### src/rtl/fsm_pkg.sv
// Shared state encoding and length helper for the serial pattern generator.
package fsm_pkg;

  typedef enum logic [1:0] {
    ST_IDLE = 2'd0,
    ST_SEND = 2'd1,
    ST_GAP  = 2'd2,
    ST_PAR  = 2'd3
  } state_t;

  // A length of zero or one beyond the pattern width selects the full width.
  function automatic int unsigned eff_len(input int unsigned len, input int unsigned width);
    return ((len == 0) || (len > width)) ? width : len;
  endfunction

endpackage

### src/rtl/serial_pattern_gen_if.sv
// Load handshake and serial output bundle of the serial pattern generator.
interface serial_pattern_gen_if #(
  parameter int unsigned WIDTH = 8
);
  localparam int unsigned CW = $clog2(WIDTH) + 1;

  logic             load_valid;
  logic             load_ready;
  logic [WIDTH-1:0] pattern;
  logic [CW-1:0]    len;
  logic             a_out;
  logic             a_valid;
  logic             busy;
  logic             done;

  modport master (
    output load_valid, pattern, len,
    input  load_ready, a_out, a_valid, busy, done
  );

  modport slave (
    input  load_valid, pattern, len,
    output load_ready, a_out, a_valid, busy, done
  );
endinterface

### src/rtl/serial_pattern_gen_down_counter.sv
// Loadable down counter that saturates at zero; used for bit and gap counting.
module down_counter #(
  parameter int unsigned W = 4
) (
  input  logic         clk,
  input  logic         reset_n,
  input  logic         load,
  input  logic [W-1:0] load_val,
  input  logic         en,
  output logic [W-1:0] cnt,
  output logic         zero_c
);

  assign zero_c = (cnt == '0);

  always_ff @(posedge clk or negedge reset_n) begin
    if (!reset_n) begin
      cnt <= '0;
    end else if (load) begin
      cnt <= load_val;
    end else if (en && !zero_c) begin
      cnt <= cnt - W'(1);
    end
  end

endmodule

### src/rtl/serial_pattern_gen.sv
// Shifts a loaded pattern out MSB-first, then holds the line idle for GAP cycles.
// Optional trailing even-parity bit enabled by SERIAL_PATTERN_GEN_PARITY_EN.
module serial_pattern_gen
  import fsm_pkg::*;
#(
  parameter int unsigned WIDTH = 8,
  parameter int unsigned GAP   = 2
) (
  input logic              clk,
  input logic              reset_n,
  serial_pattern_gen_if.slave bus
);

  localparam int unsigned CW = $clog2(WIDTH) + 1;
  localparam int unsigned GW = (GAP > 0) ? $clog2(GAP + 1) : 1;
  localparam state_t AFTER_FRAME = (GAP > 0) ? ST_GAP : ST_IDLE;

  state_t           state, state_nxt;
  logic [WIDTH-1:0] shreg, shreg_nxt;
  logic [CW-1:0]    bitcnt, len_eff_c;
  logic             bit_zero_c, bit_last_c, bit_en_c;
  logic [GW-1:0]    gapcnt;
  logic             gap_zero_c, gap_last_c, gap_en_c, gap_load_c;
  logic             handshake_c;
  logic             a_out_q, a_valid_q, busy_q, done_q, last_q;
  logic             a_out_nxt, a_valid_nxt, last_nxt;
`ifdef SERIAL_PATTERN_GEN_PARITY_EN
  logic             par_q, par_nxt;
`endif

  assign handshake_c = bus.load_valid && (state == ST_IDLE);
  assign len_eff_c   = CW'(eff_len(32'(bus.len), WIDTH));

  // Counters stop one short of zero so the last cycle of each phase is cnt==1.
  assign bit_last_c = (bitcnt == CW'(1)) || bit_zero_c;
  assign bit_en_c   = (state == ST_SEND) && !bit_last_c;
  assign gap_last_c = (gapcnt == GW'(1)) || gap_zero_c;
  assign gap_en_c   = (state == ST_GAP) && !gap_last_c;
  assign gap_load_c = (state_nxt == ST_GAP) && (state != ST_GAP);

  down_counter #(.W(CW)) u_bitcnt (
    .clk      (clk),
    .reset_n  (reset_n),
    .load     (handshake_c),
    .load_val (len_eff_c),
    .en       (bit_en_c),
    .cnt      (bitcnt),
    .zero_c   (bit_zero_c)
  );

  down_counter #(.W(GW)) u_gapcnt (
    .clk      (clk),
    .reset_n  (reset_n),
    .load     (gap_load_c),
    .load_val (GW'(GAP)),
    .en       (gap_en_c),
    .cnt      (gapcnt),
    .zero_c   (gap_zero_c)
  );

  always_ff @(posedge clk or negedge reset_n) begin
    if (!reset_n) begin
      state <= ST_IDLE;
    end else begin
      state <= state_nxt;
    end
  end

  always_comb begin
    state_nxt   = state;
    shreg_nxt   = shreg;
    a_out_nxt   = 1'b0;
    a_valid_nxt = 1'b0;
    last_nxt    = 1'b0;
`ifdef SERIAL_PATTERN_GEN_PARITY_EN
    par_nxt     = par_q;
`endif
    case (state)
      ST_IDLE: begin
        if (handshake_c) begin
          state_nxt = ST_SEND;
          shreg_nxt = bus.pattern;
`ifdef SERIAL_PATTERN_GEN_PARITY_EN
          par_nxt   = 1'b0;
`endif
        end
      end
      ST_SEND: begin
        a_out_nxt   = shreg[WIDTH-1];
        a_valid_nxt = 1'b1;
        shreg_nxt   = {shreg[WIDTH-2:0], 1'b0};
`ifdef SERIAL_PATTERN_GEN_PARITY_EN
        par_nxt     = par_q ^ shreg[WIDTH-1];
        if (bit_last_c) begin
          state_nxt = ST_PAR;
        end
`else
        if (bit_last_c) begin
          state_nxt = AFTER_FRAME;
          last_nxt  = 1'b1;
        end
`endif
      end
`ifdef SERIAL_PATTERN_GEN_PARITY_EN
      ST_PAR: begin
        a_out_nxt   = par_q;
        a_valid_nxt = 1'b1;
        last_nxt    = 1'b1;
        state_nxt   = AFTER_FRAME;
      end
`endif
      ST_GAP: begin
        if (gap_last_c) begin
          state_nxt = ST_IDLE;
        end
      end
      default: state_nxt = ST_IDLE;
    endcase
  end

  // done trails the flag raised alongside the final frame bit by one cycle.
  always_ff @(posedge clk or negedge reset_n) begin
    if (!reset_n) begin
      shreg     <= '0;
      a_out_q   <= 1'b0;
      a_valid_q <= 1'b0;
      busy_q    <= 1'b0;
      last_q    <= 1'b0;
      done_q    <= 1'b0;
`ifdef SERIAL_PATTERN_GEN_PARITY_EN
      par_q     <= 1'b0;
`endif
    end else begin
      shreg     <= shreg_nxt;
      a_out_q   <= a_out_nxt;
      a_valid_q <= a_valid_nxt;
      busy_q    <= (state_nxt != ST_IDLE);
      last_q    <= last_nxt;
      done_q    <= last_q;
`ifdef SERIAL_PATTERN_GEN_PARITY_EN
      par_q     <= par_nxt;
`endif
    end
  end

  assign bus.load_ready = (state == ST_IDLE);
  assign bus.a_out      = a_out_q;
  assign bus.a_valid    = a_valid_q;
  assign bus.busy       = busy_q;
  assign bus.done       = done_q;

endmodule

### src/flat_wrapper.sv
// flat-port wrapper written by rule: the top's interface ports become plain ports
module serial_pattern_gen_flat import fsm_pkg::*;
#(
  parameter int unsigned WIDTH = 8,
  parameter int unsigned GAP   = 2
)
  (clk, reset_n, bus_load_valid, bus_pattern, bus_len, bus_load_ready, bus_a_out, bus_a_valid, bus_busy, bus_done);
  serial_pattern_gen_if #(.WIDTH(WIDTH)) bus_i ();
  input logic clk;
  input logic reset_n;
  input wire logic [$bits(bus_i.load_valid)-1:0] bus_load_valid;
  input wire logic [$bits(bus_i.pattern)-1:0] bus_pattern;
  input wire logic [$bits(bus_i.len)-1:0] bus_len;
  output wire logic [$bits(bus_i.load_ready)-1:0] bus_load_ready;
  output wire logic [$bits(bus_i.a_out)-1:0] bus_a_out;
  output wire logic [$bits(bus_i.a_valid)-1:0] bus_a_valid;
  output wire logic [$bits(bus_i.busy)-1:0] bus_busy;
  output wire logic [$bits(bus_i.done)-1:0] bus_done;
  assign bus_i.load_valid = bus_load_valid;
  assign bus_i.pattern = bus_pattern;
  assign bus_i.len = bus_len;
  assign bus_load_ready = bus_i.load_ready;
  assign bus_a_out = bus_i.a_out;
  assign bus_a_valid = bus_i.a_valid;
  assign bus_busy = bus_i.busy;
  assign bus_done = bus_i.done;
  serial_pattern_gen #(.WIDTH(WIDTH), .GAP(GAP)) u_core (.clk(clk), .reset_n(reset_n), .bus(bus_i));
endmodule
### config.mk
export PLATFORM = sky130hd
export DESIGN_NAME = serial_pattern_gen_flat
export DESIGN_NICKNAME = d
export VERILOG_FILES = /design/src/rtl/fsm_pkg.sv /design/src/rtl/serial_pattern_gen_if.sv /design/src/rtl/serial_pattern_gen_down_counter.sv /design/src/rtl/serial_pattern_gen.sv /design/src/flat_wrapper.sv
export SDC_FILE = /design/constraint.sdc
export NUM_CORES = 1
export LEC_CHECK = 0
export CAP_MARGIN = 15
export CORE_MARGIN = 3
export CORE_UTILIZATION = 47
export CTS_BUF_LIST = sky130_fd_sc_hd__clkbuf_4
export DETAILED_ROUTE_END_ITERATION = 8
export PLACE_DENSITY = 0.78
export SYNTH_ARGS = -nofsm -noshare
export SYNTH_HDL_FRONTEND = slang
export SYNTH_SLANG_ARGS = --single-unit
### constraint.sdc
create_clock -name clk -period 1.6 [get_ports clk]
set_clock_uncertainty 0.1 [all_clocks]
set_input_delay 0.16 -clock clk [delete_from_list [all_inputs] [get_ports clk]]
set_output_delay 0.16 -clock clk [all_outputs]
set_load 0.005 [all_outputs]
# Word level (Yosys, flattened, before mapping)
# Cells that the tools add are included.
# classes
reduce_logical,22
n_lt_le_gt_ge,1
shifts,0
eq_ne,7
n_mux,15
addsub,2
div_mod_pow,0
bitwise_logic,0
n_mul,0
# ops
op,n
one-hot mux 8 bit (2 select lines),1
two-way mux 4 bit,3
two-way mux 2 bit,5
zero test 4 bit,2
two-way mux 8 bit,1
nonzero test 2 bit,4
logical AND 1 bit,6
one-hot mux 2 bit (3 select lines),1
"== test 2 x 1 -> 1 bit, second input constant",2
"== test 2 bit, second input constant",2
"== test 4 x 1 -> 1 bit, second input constant",1
"greater-than comparator 4 bit, second input constant",1
zero test 1 bit,4
zero test 2 bit,2
two-way mux 1 bit,4
"subtractor 4 x 1 -> 4 bit, second input constant",1
logical OR 1 bit,3
"inequality test 2 x 1 -> 1 bit, second input constant",1
"inequality test 2 bit, second input constant",1
AND reduction 2 bit,1
"subtractor 2 x 1 -> 2 bit, second input constant",1
# totals
out_inout_bits,5
elab_cells,56
in_bits,15
ram_bits,0
rom_bits,0
latch_bits,0
regBits,21
n_memories,0

# Depth between registers and ports, before layout
# depth
ltp_word,7
mapped_depth,6
ltp_nobuf,6

# Cells and area by module
# From an unflattened synthesis, not the netlist that was laid out.
# hier_totals
hier_cells,106
area_unflattened_um2,1074.8
# by_module_without_submodules
mod,seq_area_each_um2,n_inst,cells_each,area_each_um2
serial_pattern_gen,375.4,1,66,670.6
down_counter at u_core.u_bitcnt,100.1,1,27,270.3
down_counter at u_core.u_gapcnt,50.0,1,13,133.9

# Worst setup path after synthesis
# No wires, ideal clock.
# synth_path
path_kind,flip-flop to flip-flop
start,register u_core.u_gapcnt.cnt[0]
end,register u_core.u_gapcnt.cnt[1]
path_stages_with_launch,7
synth_period_minus_slack_ps,1600
n_path_buf,1
required_ps,1370
setup_time_ps,130
arrival_ps,1370
path_slack_ps,0
cell_sequence,dfrtp_1 -> inv_1 -> ha_1 -> or4b_1 -> buf_2 -> nand2_1 -> o211ai_2
# synth_via
elab_chain_cells,7
word_cells_on_any_way,15
# synth_rtl
item,line,source
from (decl),serial_pattern_gen_down_counter.sv:10,"output logic [W-1:0] cnt,"
from (signal assigned),serial_pattern_gen_down_counter.sv:20,cnt <= load_val;
from (signal assigned),serial_pattern_gen_down_counter.sv:22,cnt <= cnt - W'(1);
== test 2 x 1 -> 1 bit / zero test 2 bit (equally long branches),"serial_pattern_gen.sv:37, serial_pattern_gen_down_counter.sv:14",
logical OR 1 bit,serial_pattern_gen.sv:37,assign gap_last_c = (gapcnt == GW'(1)) || gap_zero_c;
two-way mux 2 bit,serial_pattern_gen.sv:113,if (gap_last_c) begin
one-hot mux 2 bit (3 select lines),serial_pattern_gen.sv:78,case (state)
== test 2 bit,serial_pattern_gen.sv:39,assign gap_load_c = (state_nxt == ST_GAP) && (state != ST_GAP);
logical AND 1 bit,serial_pattern_gen.sv:39,
two-way mux 2 bit / nonzero test 2 bit (equally long branches),-,
# Several ways; a longest one is shown, not always the timed one. The select of a mux whose other input is x is not followed.
# A chain may end at the register's enable or synchronous reset.

# Worst setup path in the final report
# layout_path
start,register u_core.u_bitcnt.cnt[0]
end,register u_core.u_bitcnt.cnt[1]
# layout_via
elab_chain_cells,6
word_cells_on_any_way,11
# layout_rtl
item,line
from (decl),serial_pattern_gen_down_counter.sv:10
from (signal assigned),serial_pattern_gen_down_counter.sv:20
from (signal assigned),serial_pattern_gen_down_counter.sv:22
branches (longest 6 deep; another with subtractor 4 x 1 -> 4 bit),-
# Several ways; the timed one is not identified. The select of a mux whose other input is x is not followed.

==> results.md <==
* Status: finished with violations
* Violated checks: setup timing
* PnR worst setup slack at -0.04120 ns
* Data arrival, critical path at between 1.5 and 2 ns
* H-tree Lvls at 1
* Die Width at 52.47 um
* Pleak at 0.0006461 uW
* Area growth, synth to finish at 39.21%
* Post-Syn Area per Cell at 9.852 um^2
* Area of the die at approximately 2800 um^2
* Pre-antenna DRT Iters at 4
* Clock Tree Root: clkbuf_4
* Share of the synthesized area in the top cell type at 0.5179
* Fmax achieved at between 600 and 700 MHz
* TritonCTS clock tree: built
* Die height at roughly 52 um
* CP Class: register to register
* Gate Count Post-Synth at 103
* DR vias at 835
* CTS buffer count at 3
* Setup-failing EPs final at 1
* HP Class: input port to async pin
* Core area at 2002 um^2
* Multi-input gate area at 479.2 um^2
* Num Clock Sinks at 21
* Commonest non-fill, non-tap cell in the layout: dfrtp_1
* MaxCap Viol Count at 0
* Mapped Nets at around 120
* Min Tclk post-route at ~1.6 ns
* Register bit count reported by yosys at 21
* Port buffer count at 19
* Ant. Diodes at 0
* Clk slew on worst S/H paths at around 0.11 ns
* Drc violations at 0
* CP Max Fanout at 4
* Synth top area cells: dfrtp_1 52%, nand2_1 7.8%, ha_1 6.2%
* Layout Utilization at 0.7056
* Iter 0 DRT Violations at 18
* Tcrit/Tclk final at 1.026
* Synth warnings at 0
* Post-DRT Antenna Nets at 0
* Max rail drop VDD at approximately 0.0013 V
* Placement Setup Slack at -0.08438 ns
* CP Launch Type: register
* Largest net degree at the start of global routing at 22
* Total overflow reported by the global router at 0
* Skew-Pair Late Insertion Delay at approximately 0.3 ns
* Antenna violations before repair at 0
* Register area share after synthesis at 0.5179
* Pwr Total at between 2000 and 3000 uW
* Yosys top cell by area: dfrtp_1
* Io pins at 20
* CP Capture Type: register
* Setup TNS Final at -0.04120 ns
* RSZ-0062 raised after global routing: true
* Power Density at roughly 2000 nW/um^2
* Max-slew violations at 0
* Vias in the first global route at 760
* GRT Resource Usage Total at 0.1612
* Synth cell types at 29
* Hpwl dp at between 1000 and 1500 um
* Starting Density at 0.5069
* Register area at between 500 and 600 um^2
* Final Hold Vio Count at 0
* Commonest non-fill, non-tap cells in the layout: 20 x dfrtp_1, 19 x nand2_1, 18 x clkdlybuf4s50_1
* Net count, final at 157
* Worst slew pin tran at 0.2836 ns
* Worst endpoint required time at 1.70 ns
* Layout cells sized above 1 at 0.2794
* RePlAce Congestion at between 0.8 and 0.9
* Hold_buf cts at 0
* First-pass GRT wire length at roughly 3300 um
* Fill cells at between 100 and 150
* Slew HR at 0.8109
* Final wirelength at between 2000 and 2500 um
* Mapped Area at slightly above 1000 um^2
* Row count at 16
* Bufs on Longest Clock Path at 2
* R2R Setup Slk at -0.04 ns
* Routed wire length per instance at roughly 13 um
* Vias per std cell at about 5
## kinds of logic (layout without fill, tap and decap cells)
logic type | Yosys count | count (layout) | share of synthesized area
compound gates | 18 | 18 | 0.1356
fa+ha+maj | 5 | 5 | 0.06165
buf+inv | 12 | 45 | 0.06165
flops | 21 | 21 | 0.5179
xor+xnor | 2 | 2 | 0.02467
simple gates | 45 | 45 | 0.1985
## final cells by class
type,instances,area share
clock buffers,4,0.02126
inverters,7,0.02037
multi-input cells,70,0.3392
flip-flops and latches,21,0.3729
well taps,27,0.02392
repair buffers,34,0.2223
## metrics by stage
step,hold slack (ns),instances,area [um^2]
finish,0.08394,163,1413
floorplan,-0.2356,103,1021
CTS,0.09603,158,1318
detailed placement,0.2471,151,1257
global route,0.08915,163,1413
global placement,0.2342,151,1257
## power by group
group	switching, uW	leakage [uW]	internal, uW
Clock	152	0.0000184	114
Sequential	171	0.000249	787
Combinational	750	0.000379	838
Total	1070	0.000646	1740
## cell usage after synthesis
| cell type | count |
|---|---|
| a21oi_1 | 3 |
| a221o_1 | 1 |
| a311o_1 | 1 |
| a31oi_1 | 7 |
| and2_1 | 2 |
| and3_1 | 1 |
| buf_2 | 3 |
| buf_4 | 1 |
| buf_6 | 1 |
| dfrtp_1 | 21 |
| ha_1 | 5 |
| inv_1 | 6 |
| inv_4 | 1 |
| nand2_1 | 21 |
| nand2b_1 | 1 |
| nand3_1 | 2 |
| nand3b_1 | 1 |
| nor2_1 | 12 |
| nor2_2 | 1 |
| nor3_1 | 1 |
| nor3b_1 | 1 |
| nor4_1 | 1 |
| o211ai_2 | 1 |
| o21ai_0 | 3 |
| o31ai_4 | 1 |
| o32a_1 | 1 |
| or4b_1 | 1 |
| xnor2_1 | 1 |
| xnor2_2 | 1 |
## critical path: stages (launching register included)
cell and delay [ns]:
dfrtp_2 0.46, buf_12 0.13, ha_4 0.15, nor2_4 0.11, o31ai_4 0.09, buf_4 0.16, a311o_1 0.34
## flip-flops by register name, summed over array words and instances, names as in the netlist
register	count
u_core.last_q	1
u_core.bus.done	1
u_core.state	2
u_core.bus.a_valid	1
u_core.bus.busy	1
u_core.u_gapcnt.cnt	2
u_core.shreg	8
u_core.bus.a_out	1
u_core.u_bitcnt.cnt	4
## final timing paths
| check | end | startpoint | cells past startpoint |
|---|---|---|---|
| min in group clk | u_core.bus.done$_DFF_PN0_ | u_core.last_q$_DFF_PN0_ | 0 |
| max | u_core.u_bitcnt.cnt[1]$_DFFE_PN0P_ | u_core.u_bitcnt.cnt[0]$_DFFE_PN0P_ | 6 |
| max reg2reg | u_core.u_bitcnt.cnt[1]$_DFFE_PN0P_ | u_core.u_bitcnt.cnt[0]$_DFFE_PN0P_ | 6 |
| min | u_core.shreg[7]$_DFFE_PN0P_ | reset_n | 2 |
| max in group asynchronous | u_core.u_bitcnt.cnt[0]$_DFFE_PN0P_ | reset_n | 2 |
| min reg2reg | u_core.bus.done$_DFF_PN0_ | u_core.last_q$_DFF_PN0_ | 0 |
## metal layers
metal / track usage / vias to the layer above / wire length (um)
li1: - / 408 / -
met1: 0.1942 / 405 / 933
met2: 0.2893 / 17 / 1065
met3: 0.01709 / 5 / 77
met4: 0.06383 / 0 / 39
met5: 0 / - / 0
## what timing repair did
item,CTS,global route
setup endpoints to repair,5,11
pin swaps,4,10
buffers inserted,3,5
gates resized for setup,6,11
endpoints found under the hold margin,0,0
Note: power is estimated with default switching activity, not from simulation.
